`config.mk`:
```
export PLATFORM = sky130hd
export DESIGN_NAME = uart_frame_rx_flat
export DESIGN_NICKNAME = d
export VERILOG_FILES = /design/src/rtl/uart_frame_rx_if.sv /design/src/rtl/uart_frame_rx.sv /design/src/flat_wrapper.sv
export SDC_FILE = /design/constraint.sdc
export NUM_CORES = 1
export LEC_CHECK = 0
export BUFFER_PORTS_ARGS = -buffer_cell sky130_fd_sc_hd__buf_2
export CAP_MARGIN = 10
export CORE_ASPECT_RATIO = 1.5
export CORE_MARGIN = 2
export CORE_UTILIZATION = 30
export DETAILED_ROUTE_END_ITERATION = 16
export GPL_ROUTABILITY_DRIVEN = 0
export GPL_TIMING_DRIVEN = 0
export PLACE_DENSITY = 0.45
export SYNTH_ARGS = -nofsm -noshare
export SYNTH_HDL_FRONTEND = slang
export SYNTH_SLANG_ARGS = --single-unit
```
`constraint.sdc`:
```
create_clock -name clk -period 4.3 [get_ports clk]
set_clock_uncertainty 0.2 [all_clocks]
set_input_delay 0.43 -clock clk [delete_from_list [all_inputs] [get_ports clk]]
set_output_delay 0.43 -clock clk [all_outputs]
set_load 0.005 [all_outputs]
```
`src/rtl/uart_frame_rx_if.sv`:
```
`default_nettype none
// =============================================================================
// uart_frame_rx_if : byte-in / payload-out handshakes of uart_frame_rx
// Rev 1.0
// =============================================================================
interface uart_frame_rx_if #(
    parameter int DATA_WIDTH = 8
);
    logic [DATA_WIDTH-1:0] rx_data;
    logic                  rx_valid;
    logic                  rx_ready;
    logic [DATA_WIDTH-1:0] out_data;
    logic                  out_valid;
    logic                  out_last;
    logic                  out_ready;

    // master: byte source upstream plus payload sink downstream
    modport master (
        output rx_data, rx_valid, out_ready,
        input  rx_ready, out_data, out_valid, out_last
    );

    // slave: the frame receiver itself
    modport slave (
        input  rx_data, rx_valid, out_ready,
        output rx_ready, out_data, out_valid, out_last
    );
endinterface
`default_nettype wire

```
`src/rtl/uart_frame_rx.sv`:
```
`default_nettype none
// =============================================================================
// uart_frame_rx : SYNC/LEN/payload/CHK frame receiver with checksum gate
// Rev 1.0
// =============================================================================
module uart_frame_rx #(
    parameter int                    DATA_WIDTH    = 8,
    parameter int                    MAX_LEN       = 16,
    parameter logic [DATA_WIDTH-1:0] SYNC_BYTE     = 8'hA5,
    parameter int                    CLK_FREQ      = 50_000_000,
    parameter int                    BAUD_RATE     = 115_200,
    parameter int                    TIMEOUT_BYTES = 4
) (
    input  wire logic         clk,
    input  wire logic         reset_n,
    input  wire logic         ena,
    uart_frame_rx_if.slave    bus,
    output logic              frame_ok,
    output logic              frame_err,
    output logic [1:0]        err_code
);
    localparam int C_LIMIT = TIMEOUT_BYTES * 10 * (CLK_FREQ / BAUD_RATE);
    localparam int LW      = $clog2(MAX_LEN + 1);
    localparam int AW      = (MAX_LEN > 1) ? $clog2(MAX_LEN) : 1;
    localparam int TW      = $clog2(C_LIMIT + 1);
    localparam logic [DATA_WIDTH-1:0] C_MAX_LEN = DATA_WIDTH'(MAX_LEN);

    typedef enum logic [2:0] {
        S_IDLE    = 3'd0,
        S_LEN     = 3'd1,
        S_PAYLOAD = 3'd2,
        S_CHK     = 3'd3,
        S_DRAIN   = 3'd4
    } state_t;

    state_t                r_state;
    logic [LW-1:0]         r_len;
    logic [LW-1:0]         r_wr_idx;
    logic [LW-1:0]         r_rd_idx;
    logic [DATA_WIDTH-1:0] r_sum;
    logic [TW-1:0]         r_tcnt;
    logic [DATA_WIDTH-1:0] r_mem [MAX_LEN];
    logic [DATA_WIDTH-1:0] r_out_data;
    logic                  r_out_valid;
    logic                  r_out_last;
    logic                  r_frame_ok;
    logic                  r_frame_err;
    logic [1:0]            r_err_code;

    logic                  w_accept;
    logic                  w_xfer;
    logic                  w_in_frame;
    logic                  w_timeout;
    logic [LW-1:0]         w_rd_next;

    assign bus.rx_ready = ena && (r_state != S_DRAIN);
    assign w_accept     = bus.rx_valid && bus.rx_ready;
    assign w_xfer       = ena && r_out_valid && bus.out_ready;
    assign w_in_frame   = (r_state == S_LEN) || (r_state == S_PAYLOAD) || (r_state == S_CHK);
    assign w_timeout    = ena && w_in_frame && !w_accept && (r_tcnt == TW'(C_LIMIT - 1));
    assign w_rd_next    = r_rd_idx + LW'(1);

    // Handshake and pulse outputs are masked while the block is frozen
    assign bus.out_data  = r_out_data;
    assign bus.out_valid = r_out_valid && ena;
    assign bus.out_last  = r_out_last;
    assign frame_ok      = r_frame_ok && ena;
    assign frame_err     = r_frame_err && ena;
    assign err_code      = r_err_code;

    always_ff @(posedge clk) begin
        if (w_accept && (r_state == S_PAYLOAD)) begin
            r_mem[r_wr_idx[AW-1:0]] <= bus.rx_data;
        end
    end

    always_ff @(posedge clk or negedge reset_n) begin
        if (!reset_n) begin
            r_state     <= S_IDLE;
            r_len       <= '0;
            r_wr_idx    <= '0;
            r_rd_idx    <= '0;
            r_sum       <= '0;
            r_tcnt      <= '0;
            r_out_data  <= '0;
            r_out_valid <= 1'b0;
            r_out_last  <= 1'b0;
            r_frame_ok  <= 1'b0;
            r_frame_err <= 1'b0;
            r_err_code  <= 2'd0;
        end else begin
            r_frame_ok  <= 1'b0;
            r_frame_err <= 1'b0;
            if (ena) begin
                if (w_accept) begin
                    r_tcnt <= '0;
                end else if (w_in_frame) begin
                    r_tcnt <= r_tcnt + TW'(1);
                end

                if (w_timeout) begin
                    r_frame_err <= 1'b1;
                    r_err_code  <= 2'd3;
                    r_state     <= S_IDLE;
                    r_tcnt      <= '0;
                end else begin
                    case (r_state)
                        S_IDLE: begin
                            if (w_accept && (bus.rx_data == SYNC_BYTE)) begin
                                r_state <= S_LEN;
                            end
                        end
                        S_LEN: begin
                            if (w_accept) begin
                                if ((bus.rx_data == '0) || (bus.rx_data > C_MAX_LEN)) begin
                                    r_frame_err <= 1'b1;
                                    r_err_code  <= 2'd1;
                                    r_state     <= S_IDLE;
                                end else begin
                                    r_len    <= bus.rx_data[LW-1:0];
                                    r_sum    <= bus.rx_data;
                                    r_wr_idx <= '0;
                                    r_state  <= S_PAYLOAD;
                                end
                            end
                        end
                        S_PAYLOAD: begin
                            if (w_accept) begin
                                r_wr_idx <= r_wr_idx + LW'(1);
                                r_sum    <= r_sum + bus.rx_data;
                                if (r_wr_idx == (r_len - LW'(1))) begin
                                    r_state <= S_CHK;
                                end
                            end
                        end
                        S_CHK: begin
                            if (w_accept) begin
                                if (bus.rx_data == r_sum) begin
                                    // Present the first payload byte together with frame_ok
                                    r_frame_ok  <= 1'b1;
                                    r_out_valid <= 1'b1;
                                    r_out_data  <= r_mem[0];
                                    r_out_last  <= (r_len == LW'(1));
                                    r_rd_idx    <= '0;
                                    r_state     <= S_DRAIN;
                                end else begin
                                    r_frame_err <= 1'b1;
                                    r_err_code  <= 2'd2;
                                    r_state     <= S_IDLE;
                                end
                            end
                        end
                        S_DRAIN: begin
                            if (w_xfer) begin
                                if (r_out_last) begin
                                    r_out_valid <= 1'b0;
                                    r_out_last  <= 1'b0;
                                    r_state     <= S_IDLE;
                                end else begin
                                    r_rd_idx   <= w_rd_next;
                                    r_out_data <= r_mem[w_rd_next[AW-1:0]];
                                    r_out_last <= (w_rd_next == (r_len - LW'(1)));
                                end
                            end
                        end
                        default: r_state <= S_IDLE;
                    endcase
                end
            end
        end
    end
endmodule
`default_nettype wire

```
`src/flat_wrapper.sv`:
```
// flat-port wrapper written by rule: the top's interface ports become plain ports
module uart_frame_rx_flat 
#(
    parameter int                    DATA_WIDTH    = 8,
    parameter int                    MAX_LEN       = 16,
    parameter logic [DATA_WIDTH-1:0] SYNC_BYTE     = 8'hA5,
    parameter int                    CLK_FREQ      = 50_000_000,
    parameter int                    BAUD_RATE     = 115_200,
    parameter int                    TIMEOUT_BYTES = 4
)
  (clk, reset_n, ena, frame_ok, frame_err, err_code, bus_rx_data, bus_rx_valid, bus_out_ready, bus_rx_ready, bus_out_data, bus_out_valid, bus_out_last);
  uart_frame_rx_if #(.DATA_WIDTH(DATA_WIDTH)) bus_i ();
  input  wire logic clk;
  input  wire logic reset_n;
  input  wire logic ena;
  output logic frame_ok;
  output logic frame_err;
  output logic [1:0] err_code;
  input wire logic [$bits(bus_i.rx_data)-1:0] bus_rx_data;
  input wire logic [$bits(bus_i.rx_valid)-1:0] bus_rx_valid;
  input wire logic [$bits(bus_i.out_ready)-1:0] bus_out_ready;
  output wire logic [$bits(bus_i.rx_ready)-1:0] bus_rx_ready;
  output wire logic [$bits(bus_i.out_data)-1:0] bus_out_data;
  output wire logic [$bits(bus_i.out_valid)-1:0] bus_out_valid;
  output wire logic [$bits(bus_i.out_last)-1:0] bus_out_last;
  assign bus_i.rx_data = bus_rx_data;
  assign bus_i.rx_valid = bus_rx_valid;
  assign bus_i.out_ready = bus_out_ready;
  assign bus_rx_ready = bus_i.rx_ready;
  assign bus_out_data = bus_i.out_data;
  assign bus_out_valid = bus_i.out_valid;
  assign bus_out_last = bus_i.out_last;
  uart_frame_rx #(.DATA_WIDTH(DATA_WIDTH), .MAX_LEN(MAX_LEN), .SYNC_BYTE(SYNC_BYTE), .CLK_FREQ(CLK_FREQ), .BAUD_RATE(BAUD_RATE), .TIMEOUT_BYTES(TIMEOUT_BYTES)) u_core (.clk(clk), .reset_n(reset_n), .ena(ena), .bus(bus_i), .frame_ok(frame_ok), .frame_err(frame_err), .err_code(err_code));
endmodule
```
# Yosys cells after proc, flatten, opt, wreduce, memory -nomap -nowiden
# Memories as Yosys holds them, arrays and structs flattened.
# Cells that the tools add are included.
# op_classes
n_addsub,5
n_lt_le_gt_ge,1
eq_ne,28
mux,62
bitwise,2
n_reduce_logical,29
# op_table
operator,count
two-way mux 8 bit,7
two-way mux 15 bit,3
two-way mux 5 bit,7
case mux 8 bit (2 select lines),2
two-way mux 3 bit,9
two-way mux 1 bit,21
case mux 5 bit (2 select lines),2
inequality test 3 x 1 -> 1 bit (second input constant),6
AND reduction 6 bit,3
adder 15 x 1 -> 15 bit (second input constant),1
equality test 15 bit (second input constant),1
case mux 3 bit (5 select lines),1
AND reduction 7 bit,2
two-way mux 2 bit,6
logical AND 1 bit,11
adder 5 x 1 -> 5 bit (second input constant),2
equality test 5 bit,2
inequality test 2 x 1 -> 1 bit (second input constant),5
inequality test 3 x 2 -> 1 bit (second input constant),3
adder 8 bit,1
equality test 8 bit,1
equality test 8 bit (second input constant),1
> comparator 8 x 5 -> 1 bit (second input constant),1
logical NOT 8 bit,1
other kinds (18),28
# totals
ff_bits,55
ramBits,128
inputBits,13
out_inout_bits,15
mem_count,1
# mem_list
name,depth,width,rd,rd_ports_with_merged_regs,write_ports,line_no,rtl
u_core.r_mem,16,8,2,0,1,uart_frame_rx.sv:42,logic [DATA_WIDTH-1:0] r_mem [MAX_LEN];

# Longest topological paths before layout
# logic_depth
ltp_word,8
mapped_depth,9

# Worst setup path before layout
# Ideal clock, no wire load.
# synth_timing
path_kind,flip-flop to flip-flop
start,register u_core.r_state[2]
end,memory u_core.r_mem[0][0] (enable)
setup_time_ps,383
t_arrival_ps,2099
slack_ps,1618
stages_incl_launch_ff,8
path_buffers,2
period_less_slack_ps,2682
path_cell_list,dfrtp_1 -> buf_2 -> nor2_1 -> nand2_1 -> nor2_1 -> clkbuf_1 -> nand2_1 -> nor3_1
# synth_via
elab_chain_cells,6
# synth_lines
item,line_no,rtl
start: declaration,uart_frame_rx.sv:36,state_t r_state;
start signal: assignment,uart_frame_rx.sv:79,r_state <= S_IDLE;
start signal: assignment,uart_frame_rx.sv:104,r_state <= S_IDLE;
start signal: assignment,uart_frame_rx.sv:110,r_state <= S_LEN;
inequality test 3 bit,uart_frame_rx.sv:56,assign bus.rx_ready = ena && (r_state != S_DRAIN);
logical AND 1 bit,uart_frame_rx.sv:56,
logical AND 1 bit,uart_frame_rx.sv:57,assign w_accept = bus.rx_valid && bus.rx_ready;
logical AND 1 bit (*),uart_frame_rx.sv:72,if (w_accept && (r_state == S_PAYLOAD)) begin
two-way mux 1 bit (*),uart_frame_rx.sv:72,
two-way mux 1 bit (not written as such) (*),uart_frame_rx.sv:73,r_mem[r_wr_idx[AW-1:0]] <= bus.rx_data;
end: declaration,uart_frame_rx.sv:42,
# Mark *: on every way between the ends. The rest lies on a longest branch, timed or not.

# Worst setup path in the final report
# layout_timing
start,register u_core.r_state[2]
end,memory u_core.r_mem[0][4] (enable)
# The elaborated chain is that of the path after synthesis.

==> summary.txt <==
Detailed routing
  – Vias: 5014
  – ANT nets after route: 0
  – Pre-antenna DRT Iters: 5
  – Residual DRC count: 0
  – DRT iter0 DRCs: 327
  – Vias/cell: 5.15
  – Final wirelength: 20600 um
  – WL/cell: 21.1 um

Final layout
  – Share of layout cells above drive strength 1: 20.8%
  – Flip-flop and latch area: 0.00522 mm2
  – Fin util: 34.9%
  – Area Growth Syn to Fin: 14.5%
  – Multi-input gate area: 0.00288 mm2
  – Fillers: 2594
  – Final #Nets: 647
  – Post-route cell area: 0.00946 mm2
  – Antenna cells: 0

Worst setup path
  – Nature of the critical path endpoint: flip-flop
  – CP top delay family: simple AND/OR/NAND/NOR gates
  – Crit-path cells: buf_2 > nor2_1 > nand2_1 > nor2_1 > clkbuf_1 > nand2_1 > nor3_1 > buf_4
  – Worst path max stage delay: 0.65 ns
  – Crit-path max FO: 10
  – Reg-to-reg setup timing slack: 0.83 ns
  – Critical path class: reg2reg
  – Worst R2R End: u_core.r_mem[0][4]
  – Worst r2r path cells: 8
  – Worst EP required: 4.25 ns
  – Worst r2r src: u_core.r_state[2]
  – Critical path buffer and inverter count: 3
  – Critical path launch point type: flip-flop
  – Slowest stage cell, crit path: nor3_1
  – WP data arrival: 3.42 ns

Min path
  – Hold path start: bus_rx_data[6]
  – Hold Path End: u_core.r_mem[3][6]
  – Hold path depth: 1
  – HP Class: in2reg

Power
  – Power per cell area: 469 mW/mm2
  – Sw Share: 27.8%
  – Sw power: 1.24 mW
  – Peak supply drop: 281 uV
  – Clk pwr share: 34.8%
  – Power share of the combinational group: 17.9%
  – Leakage power total: 3.41 nW
  – Sequential share of power: 47.4%
  – Int Pwr: 3.21 mW

Floorplanning
  – Site Rows: 74
  – Num ports: 28
  – Die Width: 139 um
  – Initial Utilization: 30.4%
  – Die ar.: 0.0289 mm2
  – Core ar.: 0.0271 mm2
  – Die Height: 207 um

Logic synthesis
  – Post-synthesis cell count: 566
  – Sequential fraction of the synthesis area: 63.2%
  – Distinct cell type count after synthesis: 61
  – Total number of yosys warnings: 0
  – Mapped Nets: 595
  – Avg Cell Area, Syn: 14.6 um2
  – Area contributors post-synth: edfxtp_1, dfrtp_1, mux4_2
  – Most frequent cells after synthesis: edfxtp_1, dfrtp_1, o21ai_0
  – Area leader, netlist: edfxtp_1
  – Synth Register Bits: 183
  – Asr flop ratio synth: 30.1%
  – Post-synthesis cell area: 0.00826 mm2
  – Yosys top cell area share: 46.5%
  – EDFF count, synth: 128
  – Dominant synthesized flop cell: edfxtp_1
  – Count leader, synth: edfxtp_1

Timing
  – Finish-stage setup viols: 0
  – Final hold slack: 0.255 ns
  – Post-route setup TNS: 0 ns
  – Final Hold Viols: 0
  – Unrepaired setup endpoints after global routing: false
  – Fmax: 0.289 GHz
  – Worst slew pin tran: 0.890 ns
  – Fin crit share: 80.6%
  – Rel. slew slack: 40.2%
  – Minimum clock period: 3.47 ns
  – Final worst setup slack: 0.834 ns
  – Slew Limit Fails: 0

Clock network
  – TritonCTS clock tree: yes
  – Number of clock sinks: 183
  – CTS buffer count: 17
  – Clock Latency Late Sink: 0.44 ns
  – Postcts setup bufs: 0
  – Clk slew on worst S/H paths: 0.06 ns
  – Clock Root Buffer: clkbuf_16
  – CTS max path bufs: 2
  – Htree depth: 4

Placed design
  – Port Buf Inserts: 26
  – DP Area: 0.00887 mm2
  – Place WS: 0.805 ns
  – Post-DP HPWL: 14400 um

Global routing
  – Total grt overflow: 0
  – Gr usage total: 14.7%
  – First-pass GRT wire length: 31700 um
  – Initial antenna violation count: 0
  – Vias in the first global route: 5250
  – Largest net degree at the start of global routing: 34

Outcome
  – Status: finished, final reports clean

Job
  – Max-Cap Viols: 0
==> final cells by class <==
type | instances | share of cell area [%]
clock inverters | 12 | 1.36
multi-input cells | 347 | 30.4
inverters | 13 | 0.516
flip-flops and latches | 183 | 55.2
plain buffers | 23 | 1.16
clock buffers | 20 | 4.72
well taps | 342 | 4.52
repair buffers | 33 | 2.09
==> stage by stage <==
stage          power (mW)  cells
2_1_floorplan        2.68    566
3_3_place_gp         2.90    934
3_5_place_dp         2.94    940
4_1_cts              4.49    973
5_1_grt              4.66    973
6_report             4.44    973
==> power groups by stage <==
stage	clock network, mW	registers [mW]	logic [mW]
after detailed placement	0	2.14	0.796
after CTS	1.58	2.11	0.802
after global routing	1.65	2.12	0.887
final	1.54	2.10	0.793
after global placement	0	2.13	0.768
after floorplan	0	2.11	0.570
==> cells by family after synthesis <==
| family | synth area share (%) |
|---|---|
| flip-flops | 63.2 |
| AND/OR/NAND/NOR | 9.18 |
| AO/OA/AOI/OAI | 7.82 |
| multiplexers | 12.8 |
| buffers and inverters | 1.92 |
| XOR/XNOR | 2.55 |
| adder cells (fa/ha/maj) | 2.51 |
==> layer usage <==
| layer | vias to the layer above | share of wire, % | track usage (%) |
|---|---|---|---|
| met5 | - | 0 | 0 |
| met2 | 74 | 58 | 28.3 |
| li1 | 2297 | - | - |
| met4 | 0 | 1.9 | 4.98 |
| met1 | 2620 | 38 | 15.9 |
| met3 | 23 | 2.4 | 2.84 |
==> state kept, by name, indices dropped and copies added (netlist names) <==
name	count
u_core.bus.out_data	8
u_core.r_state	3
u_core.r_len	5
u_core.r_out_valid	1
u_core.r_frame_ok	1
u_core.r_tcnt	15
u_core.r_frame_err	1
u_core.bus.out_last	1
u_core.r_wr_idx	5
u_core.r_mem	128
u_core.r_rd_idx	5
u_core.err_code	2
u_core.r_sum	8
==> worst reg2reg max path: cells and delay by family (launching register included) <==
kind	cells	cell delay, ns
buffers and inverters	3	0.90
flip-flops	1	0.36
AND/OR/NAND/NOR	5	1.72
==> layout by cell type (no fill, tap or decap), types with 8 or more instances in the layout <==
cell type	n
nand3_1	12
mux4_2	40
xor2_1	10
mux2i_1	9
nor3_1	12
ha_1	15
o21ai_0	55
nor2_1	31
clkbuf_16	17
a21oi_1	8
buf_2	33
edfxtp_1	128
nand2_1	48
inv_1	13
clkbuf_1	14
xnor2_1	14
dfrtp_1	55
==> worst max-delay path by stage <==
| stage | depth (start not counted) | to | start | slack [ns] |
|---|---|---|---|---|
| finish | 8 | u_core.r_mem[0][4] | u_core.r_state[2] | 0.83 |
| global placement | 7 | u_core.r_mem[0][2] | u_core.r_state[2] | 0.59 |
| detailed placement | 9 | u_core.r_rd_idx[3] | bus_rx_data[4] | 0.81 |
| floorplan | 7 | u_core.r_mem[0][0] | u_core.r_state[2] | 1.62 |
| CTS | 7 | u_core.bus.out_data[5] | u_core.r_rd_idx[1] | 0.81 |
| global route | 8 | u_core.r_mem[0][4] | u_core.r_state[2] | 0.61 |
==> timing repair <==
action	4_1_cts	5_1_grt
resized for setup	0	0
hold buffers	1	0
hold endpoints to repair	22	0
Power figures use the tool's default switching activity.
